===== src/rtl/mc_wbuf_pkg.sv =====
// mc_wbuf_pkg
//   Shared definitions for the memory-controller write-data buffer.
//   - WBUF_ERR_* : bit positions inside the sticky err vector
//   - WBUF_ERR_W : width of the err vector
//   - ptr_t      : widest slot pointer (DEPTH up to 64); narrower pointers
//                  are zero-extended into it
//   - wbuf_par_ok: even-parity check over {cmd, parity, pointer}
package mc_wbuf_pkg;

  localparam int WBUF_ERR_W         = 5;
  localparam int WBUF_ERR_WR_PERR   = 0;
  localparam int WBUF_ERR_RD_PERR   = 1;
  localparam int WBUF_ERR_MMIO_PERR = 2;
  localparam int WBUF_ERR_RD_EMPTY  = 3;
  localparam int WBUF_ERR_WR_OVW    = 4;

  localparam int WBUF_PTR_MAX_W = 6;
  typedef logic [WBUF_PTR_MAX_W-1:0] ptr_t;

  // Zero-extension of the pointer adds no ones, so the parity result does
  // not depend on the actual pointer width.
  function automatic logic wbuf_par_ok(input logic cmd, input logic par, input ptr_t ptr);
    return ~(^{cmd, par, ptr});
  endfunction

endpackage


===== src/rtl/mc_wbuf_dly.sv =====
// mc_wbuf_dly
//   Valid + data shift pipeline of RD_LAT register stages. Only the valid
//   bits are reset (asynchronously), so a reset discards everything in
//   flight; data stages are plain registers. out_data is forced to 0 while
//   out_vld is low.
// Ports:
//   clk, rstn          clock, asynchronous active-low reset
//   in_vld, in_data    entry captured at every rising edge
//   out_vld, out_data  entry emerging RD_LAT edges later
module mc_wbuf_dly #(
  parameter int DATA_W = 64,
  parameter int RD_LAT = 3
) (
  input  logic              clk,
  input  logic              rstn,
  input  logic              in_vld,
  input  logic [DATA_W-1:0] in_data,
  output logic              out_vld,
  output logic [DATA_W-1:0] out_data
);

  genvar gi;
  generate
    for (gi = 0; gi < RD_LAT; gi++) begin : stg
      logic              vld_reg;
      logic [DATA_W-1:0] data_reg;
      logic              vld_next;
      logic [DATA_W-1:0] data_next;

      if (gi == 0) begin : g_head
        assign vld_next  = in_vld;
        assign data_next = in_data;
      end else begin : g_body
        assign vld_next  = stg[gi-1].vld_reg;
        assign data_next = stg[gi-1].data_reg;
      end

      always_ff @(posedge clk or negedge rstn) begin
        if (!rstn) vld_reg <= 1'b0;
        else       vld_reg <= vld_next;
      end

      always_ff @(posedge clk) begin
        data_reg <= data_next;
      end
    end
  endgenerate

  assign out_vld  = stg[RD_LAT-1].vld_reg;
  assign out_data = stg[RD_LAT-1].vld_reg ? stg[RD_LAT-1].data_reg : '0;

endmodule


===== src/rtl/mc_wdata_buf.sv =====
// mc_wdata_buf
//   Write-data buffer between the transaction-layer receiver (writer) and
//   the scheduler (reader), plus a non-releasing MMIO debug read port.
//   DEPTH pointer-addressed slots of DATA_W bits with per-slot occupancy.
//   Scheduler reads release the slot and return data RD_LAT edges later;
//   MMIO reads return data one edge later.
//   Build option: define MC_WBUF_PARITY_EN to check command parity; when
//   undefined the parity inputs are ignored and err[2:0] stay 0.
// Ports:
//   clk, rstn                         clock, asynchronous active-low reset
//   wr, wr_p, wr_ptr, wr_data         write command
//   rd, rd_p, rd_ptr                  scheduler read-and-release command
//   rd_vld, rd_data                   scheduler read result pulse
//   mmio_rd, mmio_rd_p, mmio_ptr      MMIO read command
//   mmio_vld, mmio_data               MMIO read result pulse
//   slot_vld, free_cnt                occupancy map and free slot count
//   err_clr, err                      sticky error bits and their clear
module mc_wdata_buf
  import mc_wbuf_pkg::*;
#(
  parameter int DATA_W = 64,
  parameter int DEPTH  = 8,
  parameter int RD_LAT = 3,
  parameter int PTR_W  = $clog2(DEPTH)
) (
  input  logic                  clk,
  input  logic                  rstn,
  input  logic                  wr,
  input  logic                  wr_p,
  input  logic [PTR_W-1:0]      wr_ptr,
  input  logic [DATA_W-1:0]     wr_data,
  input  logic                  rd,
  input  logic                  rd_p,
  input  logic [PTR_W-1:0]      rd_ptr,
  output logic [DATA_W-1:0]     rd_data,
  output logic                  rd_vld,
  input  logic                  mmio_rd,
  input  logic                  mmio_rd_p,
  input  logic [PTR_W-1:0]      mmio_ptr,
  output logic [DATA_W-1:0]     mmio_data,
  output logic                  mmio_vld,
  output logic [DEPTH-1:0]      slot_vld,
  output logic [PTR_W:0]        free_cnt,
  input  logic                  err_clr,
  output logic [WBUF_ERR_W-1:0] err
);

  logic [DATA_W-1:0]     mem [DEPTH];
  logic [DEPTH-1:0]      slot_vld_reg, slot_vld_next;
  logic [PTR_W:0]        free_cnt_reg, free_cnt_next;
  logic [WBUF_ERR_W-1:0] err_reg, err_next, err_set;
  logic                  mmio_vld_reg;
  logic [DATA_W-1:0]     mmio_data_reg;

  logic wr_acc, rd_acc, mmio_acc;
  logic wr_perr, rd_perr, mmio_perr;
  logic rd_hit, same_slot;

  // ---------------------------------------------------------------------
  // Command acceptance: a command with bad parity is dropped entirely.
  // ---------------------------------------------------------------------
`ifdef MC_WBUF_PARITY_EN
  assign wr_perr   = wr      & ~wbuf_par_ok(wr,      wr_p,      ptr_t'(wr_ptr));
  assign rd_perr   = rd      & ~wbuf_par_ok(rd,      rd_p,      ptr_t'(rd_ptr));
  assign mmio_perr = mmio_rd & ~wbuf_par_ok(mmio_rd, mmio_rd_p, ptr_t'(mmio_ptr));
`else
  logic unused_par;
  assign unused_par = ^{wr_p, rd_p, mmio_rd_p};
  assign wr_perr    = 1'b0;
  assign rd_perr    = 1'b0;
  assign mmio_perr  = 1'b0;
`endif

  assign wr_acc   = wr      & ~wr_perr;
  assign rd_acc   = rd      & ~rd_perr;
  assign mmio_acc = mmio_rd & ~mmio_perr;

  assign rd_hit    = slot_vld_reg[rd_ptr];
  assign same_slot = rd_acc & (rd_ptr == wr_ptr);

  // ---------------------------------------------------------------------
  // Occupancy: the read releases first, then the write claims, so a
  // same-edge write to the slot being read leaves it valid.
  // ---------------------------------------------------------------------
  genvar gi;
  generate
    for (gi = 0; gi < DEPTH; gi++) begin : g_slot
      assign slot_vld_next[gi] = (wr_acc & (wr_ptr == PTR_W'(gi))) |
                                 (slot_vld_reg[gi] & ~(rd_acc & (rd_ptr == PTR_W'(gi))));
    end
  endgenerate

  always_comb begin
    logic [PTR_W:0] used;
    used = '0;
    for (int i = 0; i < DEPTH; i++) begin
      used = used + {{PTR_W{1'b0}}, slot_vld_next[i]};
    end
    free_cnt_next = (PTR_W+1)'(DEPTH) - used;
  end

  // ---------------------------------------------------------------------
  // Sticky errors: a set on the same edge as err_clr survives the clear.
  // An overwrite is only flagged if the slot is still occupied after any
  // same-edge release.
  // ---------------------------------------------------------------------
  always_comb begin
    err_set                     = '0;
    err_set[WBUF_ERR_WR_PERR]   = wr_perr;
    err_set[WBUF_ERR_RD_PERR]   = rd_perr;
    err_set[WBUF_ERR_MMIO_PERR] = mmio_perr;
    err_set[WBUF_ERR_RD_EMPTY]  = rd_acc & ~rd_hit;
    err_set[WBUF_ERR_WR_OVW]    = wr_acc & slot_vld_reg[wr_ptr] & ~same_slot;
    err_next = (err_clr ? '0 : err_reg) | err_set;
  end

  always_ff @(posedge clk or negedge rstn) begin
    if (!rstn) begin
      slot_vld_reg <= '0;
      free_cnt_reg <= (PTR_W+1)'(DEPTH);
      err_reg      <= '0;
      mmio_vld_reg <= 1'b0;
    end else begin
      slot_vld_reg <= slot_vld_next;
      free_cnt_reg <= free_cnt_next;
      err_reg      <= err_next;
      mmio_vld_reg <= mmio_acc;
    end
  end

  // ---------------------------------------------------------------------
  // Slot storage and the MMIO registered read (not reset).
  // ---------------------------------------------------------------------
  always_ff @(posedge clk) begin
    if (wr_acc) mem[wr_ptr] <= wr_data;
  end

  always_ff @(posedge clk) begin
    mmio_data_reg <= mem[mmio_ptr];
  end

  // ---------------------------------------------------------------------
  // Scheduler read path: the first pipeline stage is the registered read.
  // Empty slots enter the pipe as zero data so the pulse still appears.
  // ---------------------------------------------------------------------
  mc_wbuf_dly #(
    .DATA_W (DATA_W),
    .RD_LAT (RD_LAT)
  ) u_dly (
    .clk      (clk),
    .rstn     (rstn),
    .in_vld   (rd_acc),
    .in_data  (rd_hit ? mem[rd_ptr] : '0),
    .out_vld  (rd_vld),
    .out_data (rd_data)
  );

  assign slot_vld  = slot_vld_reg;
  assign free_cnt  = free_cnt_reg;
  assign err       = err_reg;
  assign mmio_vld  = mmio_vld_reg;
  assign mmio_data = mmio_vld_reg ? mmio_data_reg : '0;

endmodule


===== config.mk =====
export PLATFORM = sky130hd
export DESIGN_NAME = mc_wdata_buf
export DESIGN_NICKNAME = d
export VERILOG_FILES = /design/src/rtl/mc_wbuf_pkg.sv /design/src/rtl/mc_wbuf_dly.sv /design/src/rtl/mc_wdata_buf.sv
export SDC_FILE = /design/constraint.sdc
export NUM_CORES = 1
export LEC_CHECK = 0
export CAP_MARGIN = 25
export CORE_MARGIN = 1
export CORE_UTILIZATION = 38
export CTS_CLUSTER_SIZE = 25
export DETAILED_ROUTE_END_ITERATION = 7
export GPL_TIMING_DRIVEN = 1
export SYNTH_ARGS = -nofsm -noshare
export SYNTH_HDL_FRONTEND = slang
export SYNTH_SLANG_ARGS = --single-unit

===== constraint.sdc =====
create_clock -name clk -period 5.6 [get_ports clk]
set_input_delay 0.56 -clock clk [delete_from_list [all_inputs] [get_ports clk]]
set_output_delay 0.56 -clock clk [all_outputs]
set_load 0.05 [all_outputs]

======== Word-level counts from Yosys, hierarchy flattened ========
Memory sizes are Yosys's and may differ from the RTL's. A register that Yosys moved wholly into a read port is not among the register bits.
Index checks and enable logic that the tools add are counted.
word-level totals
  memories ................................ 1
  bits in writable memories ............... 512
  bits in registers ....................... 149
memory list
  memory  words  width  rd ports  clocked after memory_dff  wr ports  RTL line            source
  mem     8      64     2         2                         1         mc_wdata_buf.sv:48  logic [DATA_W-1:0] mem [DEPTH];
cells by class
  equal/unequal tests ..................... 15
  add/sub/neg operators ................... 8
  reductions and logical operators ........ 3
  bitwise gates (word level) .............. 47
  multiplexer cells ....................... 9
  order comparisons ....................... 2
operators by type and width
  kind                                                count
  2-to-1 mux 64 bit                                   2
  bitwise AND 1 bit                                   28
  == test 3 bit, second input constant                8
  adder 4 x 1 -> 4 bit                                4
  == test 3 x 2 -> 1 bit, second input constant       4
  NOT 1 bit                                           10
  < comparator 3 x 4 -> 1 bit, second input constant  2
  bitwise OR 1 bit                                    8
  binary-select mux 1 bit (select 3 bit)              2
  == test 3 x 1 -> 1 bit, second input constant       2
  logical NOT 3 bit                                   2
  2-to-1 mux 5 bit                                    1
  bitwise OR 5 bit                                    1
  adder 3 x 1 -> 4 bit                                1
  2-to-1 mux 1 bit                                    4
  subtractor 4 bit, first input constant              1
  adder 2 x 1 -> 3 bit                                1
  == test 3 bit                                       1
  adder 1 x 1 -> 2 bit                                1
  logical NOT 1 bit                                   1

======== Logic depth before layout (Yosys ltp) ========
  depth in word-level cells ............... 13
  depth in mapped cells ................... 12
  mapped depth without buffers ............ 10

======== Cells and area by module ========
Synthesis repeated with hierarchy kept, for this count alone.
unflattened totals
  cells, all modules ...................... 1,536
  area, all modules ....................... 30,244.0 um^2
by module, submodules not included
  module        area an instance (um^2)  cells each  times used
  mc_wdata_buf  25,814.8                 1,271       1
  mc_wbuf_dly   4,429.2                  265         1

======== Worst setup path before layout ========
Ideal clock, no wire load.
  kind .................................... input to register
  start point ............................. input port wr_ptr[1]
  end point ............................... register free_cnt_reg[2] (netlist: free_cnt[2])
  path buffers ............................ 1
  setup slack ............................. -0.456 ns
  stages .................................. 11
  arrival time ............................ 5.930 ns
  cells stage by stage .................... clkbuf_1 > nand2b_1 > nor2_1 > a21oi_1 > fa_1 > ha_1 > inv_1 > fa_1 > inv_1 > fa_1 > ha_1
on the way
  cells in the longest elaborated chain, start to end .. 11
RTL lines
  item                                                         RTL line             source
  start: declaration                                           mc_wdata_buf.sv:30   input logic [PTR_W-1:0] wr_ptr,
  == test 3 x 1 -> 1 bit or logical NOT 3 bit (tied branches)  mc_wdata_buf.sv:88   assign slot_vld_next[gi] = (wr_acc & (wr_ptr == PTR_W'(gi))) |
  bitwise AND 1 bit                                            mc_wdata_buf.sv:88
  bitwise OR 1 bit                                             mc_wdata_buf.sv:88
  adder 1 x 1 -> 2 bit                                         mc_wdata_buf.sv:97   used = used + {{PTR_W{1'b0}}, slot_vld_next[i]};
  adder 2 x 1 -> 3 bit                                         mc_wdata_buf.sv:97
  adder 3 x 1 -> 4 bit                                         mc_wdata_buf.sv:97
  adder 4 x 1 -> 4 bit (3 in a row)                            mc_wdata_buf.sv:97
  adder 4 x 1 -> 4 bit (*)                                     mc_wdata_buf.sv:97
  subtractor 4 bit (*)                                         mc_wdata_buf.sv:99   free_cnt_next = (PTR_W+1)'(DEPTH) - used;
  via free_cnt_next[2]                                         mc_wdata_buf.sv:50   logic [PTR_W:0] free_cnt_reg, free_cnt_next;
  end signal: assignment                                       mc_wdata_buf.sv:120  free_cnt_reg <= (PTR_W+1)'(DEPTH);
  end signal: assignment                                       mc_wdata_buf.sv:125  free_cnt_reg <= free_cnt_next;
  end: declaration                                             mc_wdata_buf.sv:50
The timed path passes the listed nets; every way through them passes the cells marked *.

======== Worst setup path in the final report ========
  start point ............................. register u_dly.stg[2].vld_reg (netlist: u_dly.out_vld)
  end point ............................... output port rd_data[38]
on the way
  cells in the longest elaborated chain, start to end .. 1
RTL lines
  item                      RTL line            source
  start: declaration        mc_wbuf_dly.sv:25   logic vld_reg;
  start signal: assignment  mc_wbuf_dly.sv:40   else vld_reg <= vld_next;
  2-to-1 mux 64 bit         mc_wbuf_dly.sv:50   assign out_data = stg[RD_LAT-1].vld_reg ? stg[RD_LAT-1].data_reg : '0;
  end: declaration          mc_wdata_buf.sv:35  output logic [DATA_W-1:0] rd_data,
No other way between the ends.

==> run_results.csv <==
group,metric,value,unit
global_route,grt_overflow,0,
synthesis,synth_most_common_cell,"edfxtp_1",
timing,rsz0062_at_grt,"false",
worst_setup_path,crit_slowest_cell,"dfrtp_2",
power_and_ir_drop,leakage,12.36,nW
placement,place_inst,2729,
power_and_ir_drop,power,0.01394,W
synthesis,synth.distinct_cells,31,
worst_hold_path,hold_path.startpoint,"u_dly.stg[0].data_reg[39]$_SDFF_PN0_",
clock_tree,numCtsBuffers,85,
floorplan,die_w,283.7,um
floorplan,initial_core_util,38.68,%
global_route,antenna_found_initial,11,
job,drv_cap,0,
timing,setup_tns,0,ns
power_and_ir_drop,powerDensity,383.9,mW/mm^2
routing,vias,15170,
synthesis,synth_top_area_share,50.98,%
clock_tree,clk_pin_slew,0.06,ns
clock_tree,root_buffer,"clkbuf_16",
finish,post-route-util,46.58,%
worst_setup_path,worstPathRequired,5.04,ns
worst_setup_path,cp-start-kind,"register",
placement,portBuffers,222,
finish,nets,1867,
global_route,grt_pass1_vias,16550,
synthesis,synth_area_leaders,"edfxtp_1, mux4_2, dfxtp_1",
placement,post-place-ws,1.745,ns
finish,multi_input_area,0.008778,sq mm
worst_setup_path,reg2reg_to,"free_cnt[2]$_DFF_PN0_",
routing,drtPass1Iterations,5,
finish,drive_above_1_share,27.11,%
finish,num-fill-cells,6496,
clock_tree,cts_hold_buffers,0,
worst_setup_path,r2r-start,"slot_vld[4]$_DFF_PN0_",
timing,slew_violations,0,
finish,syn_to_final_growth,20.43,%
finish,largest_reg_flops,512,
synthesis,yosys_warnings,0,
timing,fin_ws,2.075,ns
clock_tree,cts_tree,"done",
timing,max_slew_margin,29.26,%
worst_setup_path,arrival,2.96,ns
worst_setup_path,worstSetupPathType,"register to output port",
finish,fin_cells,2890,
finish,regArea,0.02095,sq mm
routing,antenna_left,0,
timing,fin_skew,0.01231,ns
synthesis,synth_edf_count,512,
worst_setup_path,critical_path.top_delay_family,"buffers and inverters",
synthesis,synth.avg_cell_area,19.63,sq um
worst_hold_path,holdPathStages,0,
timing,fin_crit_sh,62.95,%
worst_setup_path,crit_fanout,36,
placement,gp_congestion,0.7236,
routing,post_drt_wl_per_cell,24.94,um
routing,remaining_drc_errors,0,
routing,drt_wl_total,72.07,mm
synthesis,synthArstFlopShare,2.290,%
worst_setup_path,crit_path_end_kind,"output port",
worst_setup_path,slowest_delay,0.83,ns
floorplan,rows,102,
routing,drt_iter0_markers,1000,
worst_setup_path,crit_buf_inv,2,
timing,finalSetupViolations,0,
floorplan,die_h,283.7,um
timing,clock.fmax,283.7,MHz
floorplan,die-area,0.08050,sq mm
clock_tree,cts_resized,0,
worst_hold_path,hp-class,"register to register",
synthesis,ys_ff_latch,786,
global_route,grtUsageTotal,18.06,%
worst_setup_path,reg2reg_depth,8,
timing,min_period,3.525,ns
power_and_ir_drop,vdd_drop_max,0.0002201,V
synthesis,yosys-top-cells-count,"edfxtp_1, mux4_2, dfxtp_1",
timing,worstMarginPinSlew,1.061,ns
worst_setup_path,worstPathCellList,"buf_4 > and2_1 > clkdlybuf4s50_1",
worst_hold_path,hold_path_end,"u_dly.stg[1].data_reg[39]$_DFF_P_",
placement,dp_hpwl,39.42,mm
clock_tree,h-tree-depth,3,
synthesis,syn-cell-area,0.03016,sq mm
clock_tree,clock_latency,0.62,ns
clock_tree,clock_sinks,786,
clock_tree,postCtsSetupBuffers,0,
synthesis,ys_seq_area_share,69.47,%
status,status,"finished, final reports clean",
synthesis,ys.flop_type,"edfxtp_1",
worst_setup_path,r2r_setup_slack,2.85,ns
floorplan,ioPinCount,229,
timing,finalHoldViolations,0,
synthesis,synthCells,1536,
clock_tree,clock_path_buffers,3,
routing,avgViaCountPerCell,5.248,
synthesis,synth_top_area_cell,"edfxtp_1",
global_route,grt_max_degree,94,
floorplan,fp.coreArea,0.07798,sq mm
global_route,grt_pass1_wl,106.5,mm
-- cells in the final DEF (no fill, tap or decap), types with 27 or more instances in the layout --
master and count:
dfxtp_1 256, mux2i_1 64, clkdlybuf4s50_1 216, nor2_1 65
clkbuf_16 91, and2_1 128, edfxtp_1 512, buf_4 27
mux4_2 258, mux2_2 64
-- layout make-up --
class | instances | share of cell area, %
Sequential cell | 786 | 57.69
Multi-Input combinational cell | 645 | 24.17
Timing Repair Buffer | 251 | 6.852
Clock buffer | 121 | 6.838
Tap cell | 1040 | 3.583
Clock inverter | 37 | 0.7682
Inverter | 8 | 0.08268
Antenna cell | 2 | 0.01378
-- layer usage --
metal  part of all wire, %  GRT usage, %  vias to the layer above  wire, um
met5                  0.12             0                        -        86
met4                   2.2         5.581                       14      1552
met3                   5.1         3.320                      109      3659
met2                    50         30.66                      399     36210
met1                    42         23.49                     8082     30560
li1                      -             -                     6564         -
-- logic make-up after synthesis --
| group | count (synthesis) | share of synthesized area (%) |
|---|---|---|
| flip-flops | 786 | 69.47 |
| AND/OR/NAND/NOR | 220 | 3.900 |
| XOR/XNOR | 3 | 0.08714 |
| adder cells (fa/ha/maj) | 8 | 0.4315 |
| other | 1 | 0.01243 |
| multiplexers | 391 | 23.96 |
| buffers and inverters | 107 | 1.688 |
| AO/OA/AOI/OAI | 20 | 0.4481 |
-- per-stage QoR --
step                hold WS (ns)  cell area [sq um]
finish                    0.3224              36320
floorplan                 0.2644              30180
detailed placement        0.3121              33530
CTS                       0.3247              36290
global placement          0.3102              33530
global route              0.3242              36320
-- how the worst max path moves through the flow --
stage,from,endpoint,slack (ns),depth (start not counted)
after CTS,mmio_vld$_DFF_PN0_,mmio_data[47],1.69,3
final,u_dly.out_vld$_DFF_PN0_,rd_data[38],2.08,3
after global routing,u_dly.out_vld$_DFF_PN0_,rd_data[38],1.88,3
after global placement,wr_ptr[1],free_cnt[2]$_DFF_PN0_,1.74,11
after floorplan,wr_ptr[0],free_cnt[2]$_DFF_PN0_,0.38,8
after detailed placement,wr_ptr[1],free_cnt[2]$_DFF_PN0_,1.75,11
-- power by group --
part	internal, W	total (W)	switching [W]
clock network	0.00316	0.00542	0.00225
registers	0.00666	0.00685	0.000189
logic	0.000677	0.00168	0.00100
total	0.0105	0.0139	0.00345
Power figures use the tool's default switching activity.
